==> src/rtl/znmi_retn.sv <==
// Z80 opcode-stream sniffer: detects NMI acceptance and RETN/RETI fetches,
// pulses clr_nmi on RETN and tracks NMI nesting depth.
module znmi_retn #(
  parameter logic [15:0] NMI_VEC = 16'h0066,
  parameter int          DEPTH_W = 2
) (
  input  logic               fclk,
  input  logic               rst,
  input  logic               zpos,
  input  logic               zneg,
  input  logic               m1_n,
  input  logic               mreq_n,
  input  logic               iorq_n,
  input  logic               rfsh_n,
  input  logic [15:0]        a,
  input  logic [7:0]         d,
  input  logic               gen_nmi,
  output logic               nmi_ack,
  output logic               retn_seen,
  output logic               reti_seen,
  output logic               clr_nmi,
  output logic [DEPTH_W-1:0] depth,
  output logic               in_handler
);

  typedef enum logic {IDLE, ED_SEEN} state_t;

  state_t             state_q, state_d;
  logic               m1_q, m1_d;
  logic               mreq_q, mreq_d;
  logic               iorq_q, iorq_d;
  logic               rfsh_q, rfsh_d;
  logic               rfsh_dly_q, rfsh_dly_d;
  logic [7:0]         opc_q, opc_d;
  logic [15:0]        adr_q, adr_d;
  logic               fetched_q, fetched_d;
  logic               nmi_seen_q, nmi_seen_d;
  logic               nmi_ack_q, nmi_ack_d;
  logic               retn_q, retn_d;
  logic               reti_q, reti_d;
  logic [DEPTH_W-1:0] depth_q, depth_d;

  logic opc_fetch;
  logic fd;
  logic qual_fd;
  logic is_retn;

  // Interrupt-acknowledge M1 cycles carry IORQ low and are not opcode fetches.
  assign opc_fetch = ~m1_q & ~mreq_q & iorq_q;
  assign fd        = rfsh_dly_q & ~rfsh_q;
  assign qual_fd   = fd & fetched_q;

  always_comb begin
    is_retn = 1'b0;
    case (opc_q)
      8'h45, 8'h55, 8'h5D, 8'h65, 8'h6D, 8'h75, 8'h7D: is_retn = 1'b1;
      default: is_retn = 1'b0;
    endcase
  end

  always_comb begin
    m1_d       = zneg ? m1_n   : m1_q;
    mreq_d     = zneg ? mreq_n : mreq_q;
    iorq_d     = zneg ? iorq_n : iorq_q;
    rfsh_d     = zpos ? rfsh_n : rfsh_q;
    rfsh_dly_d = rfsh_q;
    opc_d      = (opc_fetch && zpos) ? d : opc_q;
    adr_d      = (opc_fetch && zpos) ? a : adr_q;
    fetched_d  = fd ? 1'b0 : (fetched_q | opc_fetch);
    nmi_seen_d = fd ? 1'b0 : (nmi_seen_q | (opc_fetch & zpos & gen_nmi));
    state_d    = state_q;
    nmi_ack_d  = 1'b0;
    retn_d     = 1'b0;
    reti_d     = 1'b0;
    depth_d    = depth_q;

    // NMI acceptance takes priority and abandons any pending ED prefix.
    if (qual_fd) begin
      if (adr_q == NMI_VEC && nmi_seen_q) begin
        nmi_ack_d = 1'b1;
        state_d   = IDLE;
        if (depth_q != '1) depth_d = depth_q + DEPTH_W'(1);
      end else begin
        case (state_q)
          IDLE: begin
            if (opc_q == 8'hED) state_d = ED_SEEN;
          end
          ED_SEEN: begin
            state_d = IDLE;
            if (is_retn) begin
              retn_d = 1'b1;
              if (depth_q != '0) depth_d = depth_q - DEPTH_W'(1);
            end else if (opc_q == 8'h4D) begin
              reti_d = 1'b1;
            end
          end
          default: state_d = IDLE;
        endcase
      end
    end
  end

  always_ff @(posedge fclk or posedge rst) begin
    if (rst) begin
      state_q    <= IDLE;
      m1_q       <= 1'b1;
      mreq_q     <= 1'b1;
      iorq_q     <= 1'b1;
      rfsh_q     <= 1'b1;
      rfsh_dly_q <= 1'b1;
      opc_q      <= 8'h00;
      adr_q      <= 16'h0000;
      fetched_q  <= 1'b0;
      nmi_seen_q <= 1'b0;
      nmi_ack_q  <= 1'b0;
      retn_q     <= 1'b0;
      reti_q     <= 1'b0;
      depth_q    <= '0;
    end else begin
      state_q    <= state_d;
      m1_q       <= m1_d;
      mreq_q     <= mreq_d;
      iorq_q     <= iorq_d;
      rfsh_q     <= rfsh_d;
      rfsh_dly_q <= rfsh_dly_d;
      opc_q      <= opc_d;
      adr_q      <= adr_d;
      fetched_q  <= fetched_d;
      nmi_seen_q <= nmi_seen_d;
      nmi_ack_q  <= nmi_ack_d;
      retn_q     <= retn_d;
      reti_q     <= reti_d;
      depth_q    <= depth_d;
    end
  end

  assign nmi_ack    = nmi_ack_q;
  assign retn_seen  = retn_q;
  assign reti_seen  = reti_q;
  assign clr_nmi    = retn_q;
  assign depth      = depth_q;
  assign in_handler = (depth_q != '0);

endmodule

==> config.mk <==
export PLATFORM = sky130hd
export DESIGN_NAME = znmi_retn
export DESIGN_NICKNAME = d
export VERILOG_FILES = /design/src/rtl/znmi_retn.sv
export SDC_FILE = /design/constraint.sdc
export NUM_CORES = 1
export LEC_CHECK = 0
export BUFFER_PORTS_ARGS = -buffer_cell sky130_fd_sc_hd__buf_2
export CAP_MARGIN = 10
export CORE_ASPECT_RATIO = 1.2
export CORE_MARGIN = 10
export CORE_UTILIZATION = 55
export DETAILED_ROUTE_END_ITERATION = 8
export GPL_ROUTABILITY_DRIVEN = 0
export PLACE_DENSITY = 0.85
export SETUP_SLACK_MARGIN = 0.02
export SLEW_MARGIN = 25
export SYNTH_ARGS = -nofsm -noshare
export SYNTH_HDL_FRONTEND = slang
export SYNTH_SLANG_ARGS = --single-unit
==> constraint.sdc <==
create_clock -name fclk -period 2.6 [get_ports fclk]
set_input_delay 0.26 -clock fclk [delete_from_list [all_inputs] [get_ports fclk]]
set_output_delay 0.26 -clock fclk [all_outputs]
set_load 0.01 [all_outputs]
# ---- Word-level counts from Yosys, hierarchy flattened
# Cells that the tools add are included.
dict set report classes {
  n_addsub 2
  multipliers 0
  div_mod_pow 0
  n_lt_le_gt_ge 0
  n_eq_ne 12
  shift 0
  n_mux 22
  n_bitwise 12
  n_reduce_logical 8
}
# op count
set ops {}
lappend ops {{8-bit by 7-bit equality test with 1-bit output, second input constant} 8}
lappend ops {{16-bit by 7-bit equality test with 1-bit output, second input constant} 1}
lappend ops {{1-bit two-way mux} 16}
lappend ops {{2-bit two-way mux} 5}
lappend ops {{8-bit equality test, second input constant} 1}
lappend ops {{2-bit nonzero test} 4}
lappend ops {{7-bit OR reduction} 1}
lappend ops {{1-bit bitwise AND} 6}
lappend ops {{5-bit AND reduction} 1}
lappend ops {{1-bit NOT} 4}
lappend ops {{2-bit by 1-bit adder with 2-bit output, second input constant} 1}
lappend ops {{1-bit logical AND} 2}
lappend ops {{2-bit by 1-bit != test with 1-bit output, second input constant} 1}
lappend ops {{2-bit != test, second input constant} 1}
lappend ops {{1-bit bitwise OR} 2}
lappend ops {{1-bit case mux with 2 select lines} 1}
lappend ops {{2-bit by 1-bit subtractor with 2-bit output, second input constant} 1}
dict set report word_totals {
  reg_bits 37
  latchBits 0
  ramBits 0
  rom_bits 0
  input_bits 33
  output_inout_bits 7
  wordCells 70
  n_memories 0
}

# ---- Logic depth before layout (Yosys ltp)
# Gate-level depths: netlist of the first run.
dict set report depth {
  word_depth 7
  depth_mapped 6
  mapped_depth_nobuf 5
}

# ---- Least setup slack after synthesis of the first run
# OpenSTA, ideal clock, no wires.
dict set report synth_path {
  path_type {register to register}
  startpoint {register iorq_q}
  endpoint {register adr_q[0]}
  setup_time_ns 0.125
  arrival_time_ns 1.345
  required_ns 2.475
  slack_ns 1.130
  path_stages_with_launch 5
  n_path_buf 2
  synth_period_minus_slack_ns 1.470
  cell_sequence {dfstp_2 and3_1 buf_2 buf_2 mux2_2}
}
dict set report synth_via {
  elab_chain_cells 2
}
# item line_no
set synth_lines {}
lappend synth_lines {{start, declared} 31} ;# logic iorq_q, iorq_d;
lappend synth_lines {{start signal, assigned} 123} ;# iorq_q <= iorq_d;
lappend synth_lines {{1-bit bitwise AND} 49} ;# assign opc_fetch = ~m1_q & ~mreq_q & iorq_q;
lappend synth_lines {{1-bit logical AND} 68} ;# adr_d = (opc_fetch && zpos) ? a : adr_q;
lappend synth_lines {{end signal, assigned} 127} ;# adr_q <= adr_d;
lappend synth_lines {{end, declared} 35} ;# logic [15:0] adr_q, adr_d;
# Every way passes these cells.
# A chain may end at the register's enable or synchronous reset.

# ---- Final worst setup path of the first run
dict set report layout_path {
  startpoint {register iorq_q}
  endpoint {register opc_q[6]}
}
dict set report layout_via {
  elab_chain_cells 2
}
# item line_no
set layout_lines {}
lappend layout_lines {{1-bit bitwise AND} 49}
lappend layout_lines {{1-bit logical AND} 67} ;# opc_d = (opc_fetch && zpos) ? d : opc_q;
lappend layout_lines {{end signal, assigned} 126} ;# opc_q <= opc_d;
lappend layout_lines {{end, declared} 34} ;# logic [7:0] opc_q, opc_d;
# Every way passes these cells.

==> flow_summary.ini, run 1 <==
[run_status]
outcome = complete, no violations

[yosys]
synth.distinct_cells = 28
netlist_area_mm2 = 0.001519
synth_nets = 142
synthTopCellsByArea = dfrtp_1 (53%), mux2_2 (21%), dfstp_2 (8.6%)
syn_avg_cell_area_um2 = 13.94
netlist.area_leader.share_pct = 52.72
ys_seq_area_share_pct = 61.37
synthCells = 109
yosysTopAreaCell = dfrtp_1
yosys_warnings = 0
ys_seq_elements = 37

[cts]
cts_buffer_depth = 2
ctsResizeCount = 0
htreeDepth = 2
tritoncts = built
numCtsBuffers = 5
root_buffer = clkbuf_4
post_cts.repair.setup_buffers = 0
ctsHoldBuffers = 0
clk-insertion-delay-late_ns = 0.33
clk_pin_slew_worst_paths_ns = 0.12
cts.sinks = 37

[timing]
timing.fmax_ghz = 0.6013
period_needed_ns = 1.663
slew_viol_final = 0
max_slew_margin_pct = 70.56
period_share_pct = 63.97
fin_setup_tns_ns = 0
rsz0062_at_grt = no
timing.hold.ws_ns = 0.001573
setup_viol = 0
worstMarginPinSlew_ns = 0.4417
hold_viol = 0
worst_clock_skew_ns = 0.01050

[flow_run]
maxCapViolCount = 0

[floorplan]
io-pin-count = 40
core_area_mm2 = 0.002603
start_util_pct = 58.37
die_y_um = 77.57
row_count = 20
die-width_um = 67.98
die_area_mm2 = 0.005273

[worst_setup_path]
reg2reg_depth = 3
end_kind = register
worstPathArrival_ns = 1.88
rr_endpoint = opc_q[6]$_DFFE_PP0N_
cp.required_ns = 2.82
worstSetupPathType = register to register
crit_fanout = 19
startpoint_type = register
rrSetupSlack_ns = 0.94
r2r-start = iorq_q$_DFFE_PP1P_

[global_route]
antenna_found_initial = 0
grt_usage_pct = 12.03
gr-usage-met3_pct = 5.316
grt_use_met2_pct = 20.15
grt_max_degree = 38
grt-ovfl-total = 0
grt_use_met1_pct = 12.63
grt_pass1_vias = 1163
grt.busiest_layer = met2
grt_first_pass_wirelength_um = 4947

[routing]
drt.antenna.violating_nets = 0
drtIter0Drc = 23
routed_via_density = 5.358
wire_per_inst_um = 15.37
dr.pass1.iters = 3
drc = 0
via_count = 1002
route.final.wire_length_um = 2875

[finish]
antenna-diode-count = 0
regArea_um2 = 932.1
largest_reg_flops = 16
regMostFlops = adr_q
final_cells = 187
nets = 186
nFillCells = 208
drive_gt1_share_pct = 55.84
multi_input_area_um2 = 556.8
syn2layout_area_growth_pct = 18.70

[placed_design]
dp_hpwl_um = 2268
dpl.cell_count = 179
port_buffers = 39

[hold_path]
hold_path.class = primary input to asynchronous set/reset pin

[power_and_ir_drop]
max-vdd-ir-drop_mv = 0.5605
powerDensity_mw_per_mm2 = 737.7
p_leak_nw = 0.8420
## placed cells by master, fill, tap and decap left out, drive strengths merged, types with 2 or more instances in the layout
master and n:
nor4 2, nand3b 2, nor2 5, inv 2
dfstp 5, nor3 3, nand4 2, nand2 4
a21oi 5, clkinv 2, clkbuf 5, buf 41
nor2b 3, mux2 28, dfrtp 32
## metal layers
layer,vias up,part of all wire [%]
met3,2,7.2
li1,477,-
met5,-,0
met4,0,0.80
met1,493,41
met2,30,51
## cell families after synthesis
logic type | Yosys count | synth area share (%)
buffers and inverters | 6 | 1.977
and+or+nand+nor | 29 | 12.36
muxes | 28 | 20.76
DFF | 37 | 61.37
AOI/OAI and AO/OA | 9 | 3.542
## power by group
group | leakage, nW | internal [mW] | switching [mW]
clock | 0.0310 | 0.102 | 0.190
sequential | 0.450 | 0.723 | 0.0867
combinational | 0.361 | 0.149 | 0.0790
total | 0.842 | 0.974 | 0.356
## critical path, cell delays in order, from the launching register on
cell     delay, ns
dfstp_2       0.56
and3_1        0.31
buf_4         0.31
mux2_2        0.37
## through the flow
stage	total power, mW	area, µm²	worst slack (ns)	utilization (%)
floorplan	0.9720	1519	1.130	-
global placement	1.025	1748	0.9820	67.16
detailed placement	1.054	1748	0.9449	67.16
CTS	1.343	1803	0.9209	69.28
global route	1.412	1803	0.8344	69.28
finish	1.330	1803	0.9369	69.28
## worst max-delay path by stage
stage                        from                    end  slack, ns
2_1_floorplan  iorq_q$_DFFE_PP1P_   adr_q[0]$_DFFE_PP0N_       1.13
3_3_place_gp     m1_q$_DFFE_PP1P_  adr_q[15]$_DFFE_PP0N_       0.98
3_5_place_dp   iorq_q$_DFFE_PP1P_   opc_q[5]$_DFFE_PP0N_       0.94
4_1_cts        iorq_q$_DFFE_PP1P_   opc_q[6]$_DFFE_PP0N_       0.92
5_1_grt        iorq_q$_DFFE_PP1P_   opc_q[7]$_DFFE_PP0N_       0.83
6_report       iorq_q$_DFFE_PP1P_   opc_q[6]$_DFFE_PP0N_       0.94
## cell type report
cell class                 instances  area share, %
sequential                        37          51.70
multi-input combinational         66          30.88
timing repair buffer              41          11.66
tap                               33          2.290
clock buffer                       5          2.082
clock inverter                     3         0.9715
inverter                           2         0.4164
## synthesized netlist by cell type
cell	count
o22a_1	1
nor3_1	3
a21oi_1	5
o31a_1	1
nor4b_1	1
dfrtp_1	32
or2_2	1
buf_4	1
and4b_1	1
dfstp_2	5
inv_1	2
nand4_1	2
nor2b_1	3
nand3b_1	2
nor4_2	1
or3b_1	1
nand2_1	4
and3_1	1
nand4b_1	1
nor2_4	1
nor2_1	4
mux2_2	28
o22ai_1	1
nor4_1	1
buf_2	3
o21ai_1	1
or3_4	1
and2_1	1
(Power assumes the default switching activity.)
==> run 2: changes to the inputs <==
- CORE_UTILIZATION: 55 -> 46
- PLACE_DENSITY: 0.85 -> 0.76
- clock period: 2.6 -> 1.4 ns (I/O delays scaled with it)
==> flow_summary.ini, run 2 (synthesis results as in run 1) <==
[worst_setup_path]
r2r-start = adr_q[12]$_DFFE_PP0N_
cp-startpoint = adr_q[12]$_DFFE_PP0N_
cp-endpoint = depth[0]$_DFFE_PP0P_
rrSetupSlack_ns = -0.16
startpoint_type = register
worstSetupPathType = register to register
rr_endpoint = depth[0]$_DFFE_PP0P_
cp.depth = 5
end_kind = register
max_stage_delay_ns = 0.40
cp.required_ns = 1.65
path_delay_family = simple AND/OR/NAND/NOR gates
worstPathArrival_ns = 1.81
path_buf_inv = 0
reg2reg_depth = 5
worstPathCellList = nor4_2, nand4_1, or3_4, a21oi_2, o22ai_1
cp_slowest_cell = dfrtp_1
crit_fanout = 3

[routing]
drt.antenna.violating_nets = 0
route.final.wire_length_um = 3439
routed_via_density = 5.246
dr.pass1.iters = 4
drtIter0Drc = 60
drc = 0
via_count = 1065
wire_per_inst_um = 16.94

[power_and_ir_drop]
p_comb_share_pct = 22.4
power_switching_mw = 0.6973
p_clk_share_pct = 21.8
p_int_mw = 2.020
powerDensity_mw_per_mm2 = 1303
p_leak_nw = 0.9835
power_switching_share_pct = 25.67
p_seq_share_pct = 55.9
max-vdd-ir-drop_mv = 0.9600

[finish]
syn2layout_area_growth_pct = 37.31
final_cell_mix = buf_2 (39), dfrtp_1 (32), mux2_4 (19)
largest_reg_flops = 16
final_common_cell = buf_2
drive_gt1_share_pct = 59.28
antenna-diode-count = 0
nets = 199
final_util_pct = 67.06
regMostFlops = adr_q

[cts]
cts.sinks = 37
clk-insertion-delay-late_ns = 0.35
clk_pin_slew_worst_paths_ns = 0.12
htreeDepth = 2
root_buffer = clkbuf_4
cts_buffer_depth = 2
tritoncts = built
numCtsBuffers = 5

[run_status]
failed_checks = negative setup slack
outcome = finished with violations

[floorplan]
io-pin-count = 40
row_count = 22
die_area_mm2 = 0.006010
die-width_um = 72.46
die_y_um = 82.95
start_util_pct = 48.83
core_area_mm2 = 0.003110

[placed_design]
dp_hpwl_um = 2301
port_buffers = 39
dp_slack_ns = -0.1834

[timing]
setup_viol = 10
fin_setup_tns_ns = -0.5824
rsz0062_at_grt = yes
timing.hold.ws_ns = 0.01778
max_slew_margin_pct = 70.46
timing.fmax_ghz = 0.6409
period_share_pct = 111.4
period_needed_ns = 1.560
worstMarginPinSlew_ns = 0.4430
hold_viol = 0
worst_clock_skew_ns = 0.01445
slew_viol_final = 0
timing.final.ws_setup_ns = -0.1602

[flow_run]
maxCapViolCount = 0

[global_route]
grt_first_pass_wirelength_um = 5078
grt-ovfl-total = 0
grt_pass1_vias = 1123
grt_max_degree = 38
grt_usage_pct = 10.69
antenna_found_initial = 0

[hold_path]
hold_path.class = primary input to register
run 2: worst min-delay path by stage:
stage                        from               endpoint  slack, ns  depth (start not counted)
after floorplan           gen_nmi   nmi_seen_q$_DFF_PP0_       0.29                          2
after global placement        rst   adr_q[8]$_DFFE_PP0N_       0.26                          3
after detailed placement      rst  adr_q[14]$_DFFE_PP0N_       0.26                          3
after CTS                    d[0]   opc_q[0]$_DFFE_PP0N_     0.0004                          2
after global routing         d[0]   opc_q[0]$_DFFE_PP0N_     0.0004                          2
final                        a[2]   adr_q[2]$_DFFE_PP0N_       0.02                          2
run 2: worst register-to-register path: stages (launching register included):
cell and delay (ns):
dfrtp_1 0.40, nor4_2 0.27, nand4_1 0.17, or3_4 0.40
a21oi_2 0.14, o22ai_1 0.09
run 2: cell type report:
class	count	area, µm²
flip-flops and latches	37	932.1
repair buffers	54	387.9
clock inverters	1	7.507
fillers	241	1025
inverters	2	7.507
clock buffers	7	55.05
well taps	36	45.04
multi-input cells	66	650.6
run 2: power by group through the flow:
| stage | sequential, mW | combinational (mW) | clock (mW) |
|---|---|---|---|
| finish | 1.52 | 0.608 | 0.591 |
| global route | 1.55 | 0.664 | 0.659 |
| CTS | 1.50 | 0.468 | 0.608 |
| detailed placement | 1.53 | 0.447 | 0 |
| global placement | 1.50 | 0.424 | 0 |
| floorplan | 1.47 | 0.342 | 0 |
run 2: metal layers:
layer	vias to the layer above	track usage [%]	wire (µm)
met4	0	5.690	78
met1	526	10.46	1316
met5	-	0	0
li1	502	-	-
met3	8	5.119	258
met2	29	17.87	1785
run 2: stage by stage:
stage	cell area, µm²	std cells	power, mW
2_1_floorplan	1539	109	1.813
3_3_place_gp	1799	186	1.928
3_5_place_dp	1799	186	1.973
4_1_cts	1918	197	2.579
5_1_grt	2086	203	2.878
6_report	2086	203	2.717
run 2: repair_timing:
action | CTS | global route
buffers inserted | 1 | 0
cloned | 1 | 2
hold endpoints to repair | 32 | 4
hold buffers | 1 | 4
pin swaps | 2 | 2
setup endpoints to repair | 27 | 27
resized for setup | 4 | 20
==> run 3: changes to the inputs <==
- BUFFER_PORTS_ARGS: -buffer_cell sky130_fd_sc_hd__buf_2 -> unset
- CORE_UTILIZATION: 46 -> 55
- DONT_BUFFER_PORTS: unset -> 1
- PLACE_DENSITY: 0.76 -> 0.75
==> flow_summary.ini, run 3 (synthesis results as in run 1) <==
[power_and_ir_drop]
max-vdd-ir-drop_mv = 0.9858
p_leak_nw = 0.9686
power.total_mw = 2.751
powerDensity_mw_per_mm2 = 1236

[timing]
timing.fmax_ghz = 0.6085
hold_viol = 0
rsz0062_at_grt = yes
max_slew_margin_pct = 80.27
timing.hold.ws_ns = 0.1168
setup_viol = 27
period_needed_ns = 1.643
period_share_pct = 117.4
timing.final.ws_setup_ns = -0.2433
slew_viol_final = 0
fin_setup_tns_ns = -1.560
worstMarginPinSlew_ns = 0.2960
worst_clock_skew_ns = 0.004203

[finish]
final_common_cell = dlygate4sd3_1
final_cell_mix = dlygate4sd3_1 (33), dfrtp_1 (31), mux2_4 (17)
largest_reg_flops = 16
final_util_pct = 85.48
nets = 195
drive_gt1_share_pct = 39.88
syn2layout_area_growth_pct = 46.46
design_area_mm2 = 0.002225
regMostFlops = adr_q
antenna-diode-count = 0

[worst_setup_path]
worstPathCellList = nor4_2, nand4_1, or3_4, a21oi_2, o22ai_1
worstPathArrival_ns = 1.89
cp_slowest_cell = dfrtp_1
r2r-start = adr_q[12]$_DFFE_PP0N_
cp.required_ns = 1.64
rrSetupSlack_ns = -0.24
worstSetupPathType = register to register
reg2reg_depth = 5
max_stage_delay_ns = 0.41
cp-startpoint = adr_q[12]$_DFFE_PP0N_
crit_fanout = 3
cp-endpoint = depth[0]$_DFFE_PP0P_
end_kind = register
rr_endpoint = depth[0]$_DFFE_PP0P_
startpoint_type = register

[routing]
routed_via_density = 5.520
drc = 0
wire_per_inst_um = 20.28
route.final.wire_length_um = 3975
drtIter0Drc = 69
via_count = 1082
dr.pass1.iters = 5
drt.antenna.violating_nets = 0

[floorplan]
io-pin-count = 40
die_y_um = 77.57
start_util_pct = 58.37
die-width_um = 67.98
row_count = 20
core_area_mm2 = 0.002603
die_area_mm2 = 0.005273

[cts]
tritoncts = built
numCtsBuffers = 5
root_buffer = clkbuf_4
clk-insertion-delay-late_ns = 0.35
cts_buffer_depth = 2
clk_pin_slew_worst_paths_ns = 0.10
cts.sinks = 37
htreeDepth = 2

[global_route]
grt_first_pass_wirelength_um = 5961
grt-ovfl-total = 0
antenna_found_initial = 0
grt_pass1_vias = 1259
grt_usage_pct = 14.94
grt_max_degree = 24

[placed_design]
placed_area_mm2 = 0.001623
dp_hpwl_um = 2176
port_buffers = 0

[flow_run]
maxCapViolCount = 0

[run_status]
outcome = finished with violations
failed_checks = negative setup slack

[hold_path]
hold_path.class = primary input to register
run 3: critical path: cells and delay by family, from the launching register on:
kind             cells  cell delay (ns)
AO/OA/AOI/OAI        2             0.22
flip-flops           1             0.41
AND/OR/NAND/NOR      3             0.91
run 3: power breakdown:
group / internal (mW) / total (mW) / leakage, nW / switching [mW]
clock: 0.200 / 0.542 / 0.0265 / 0.342
sequential: 1.34 / 1.53 / 0.449 / 0.188
combinational: 0.475 / 0.676 / 0.493 / 0.201
total: 2.02 / 2.75 / 0.969 / 0.731
run 3: worst min path at each step:
stage	startpoint	end	slack (ns)	cells after the start
after detailed placement	rst	depth[0]$_DFFE_PP0P_	0.06	2
after floorplan	gen_nmi	nmi_seen_q$_DFF_PP0_	0.29	2
after global routing	zneg	mreq_q$_DFFE_PP1P_	0.12	2
final	zneg	mreq_q$_DFFE_PP1P_	0.12	2
after global placement	rst	depth[0]$_DFFE_PP0P_	0.06	2
after CTS	rst	depth[0]$_DFFE_PP0P_	0.24	3
run 3: final cells by class:
cell class / count / area, µm²
tap: 33 / 41.29
inverter: 2 / 7.507
clock buffer: 8 / 48.80
timing repair buffer: 50 / 550.5
multi-input combinational: 66 / 643.1
fill: 128 / 377.9
sequential: 37 / 933.4
run 3: per-stage QoR:
stage          worst slack (ns)  instances
6_report                -0.2433        196
5_1_grt                 -0.2815        196
4_1_cts                 -0.1373        192
3_3_place_gp           -0.07107        147
3_5_place_dp            -0.1368        147
2_1_floorplan          -0.01827        109
run 3: what timing repair did:
action | in CTS | in global routing
pin swaps | 2 | 1
gates resized for setup | 7 | 21
gates cloned | 1 | 1
setup endpoints to repair | 28 | 25
setup buffers | 2 | 3
hold buffers | 34 | 1
endpoints found under the hold margin | 61 | 1
run 3: routing by layer:
layer	part of all wire (%)	GRT usage (%)	wire length [µm]
met3	8.2	7.759	326
met2	53	25.47	2121
met5	0	0	0
met1	36	14.12	1433
met4	2.3	7.056	93
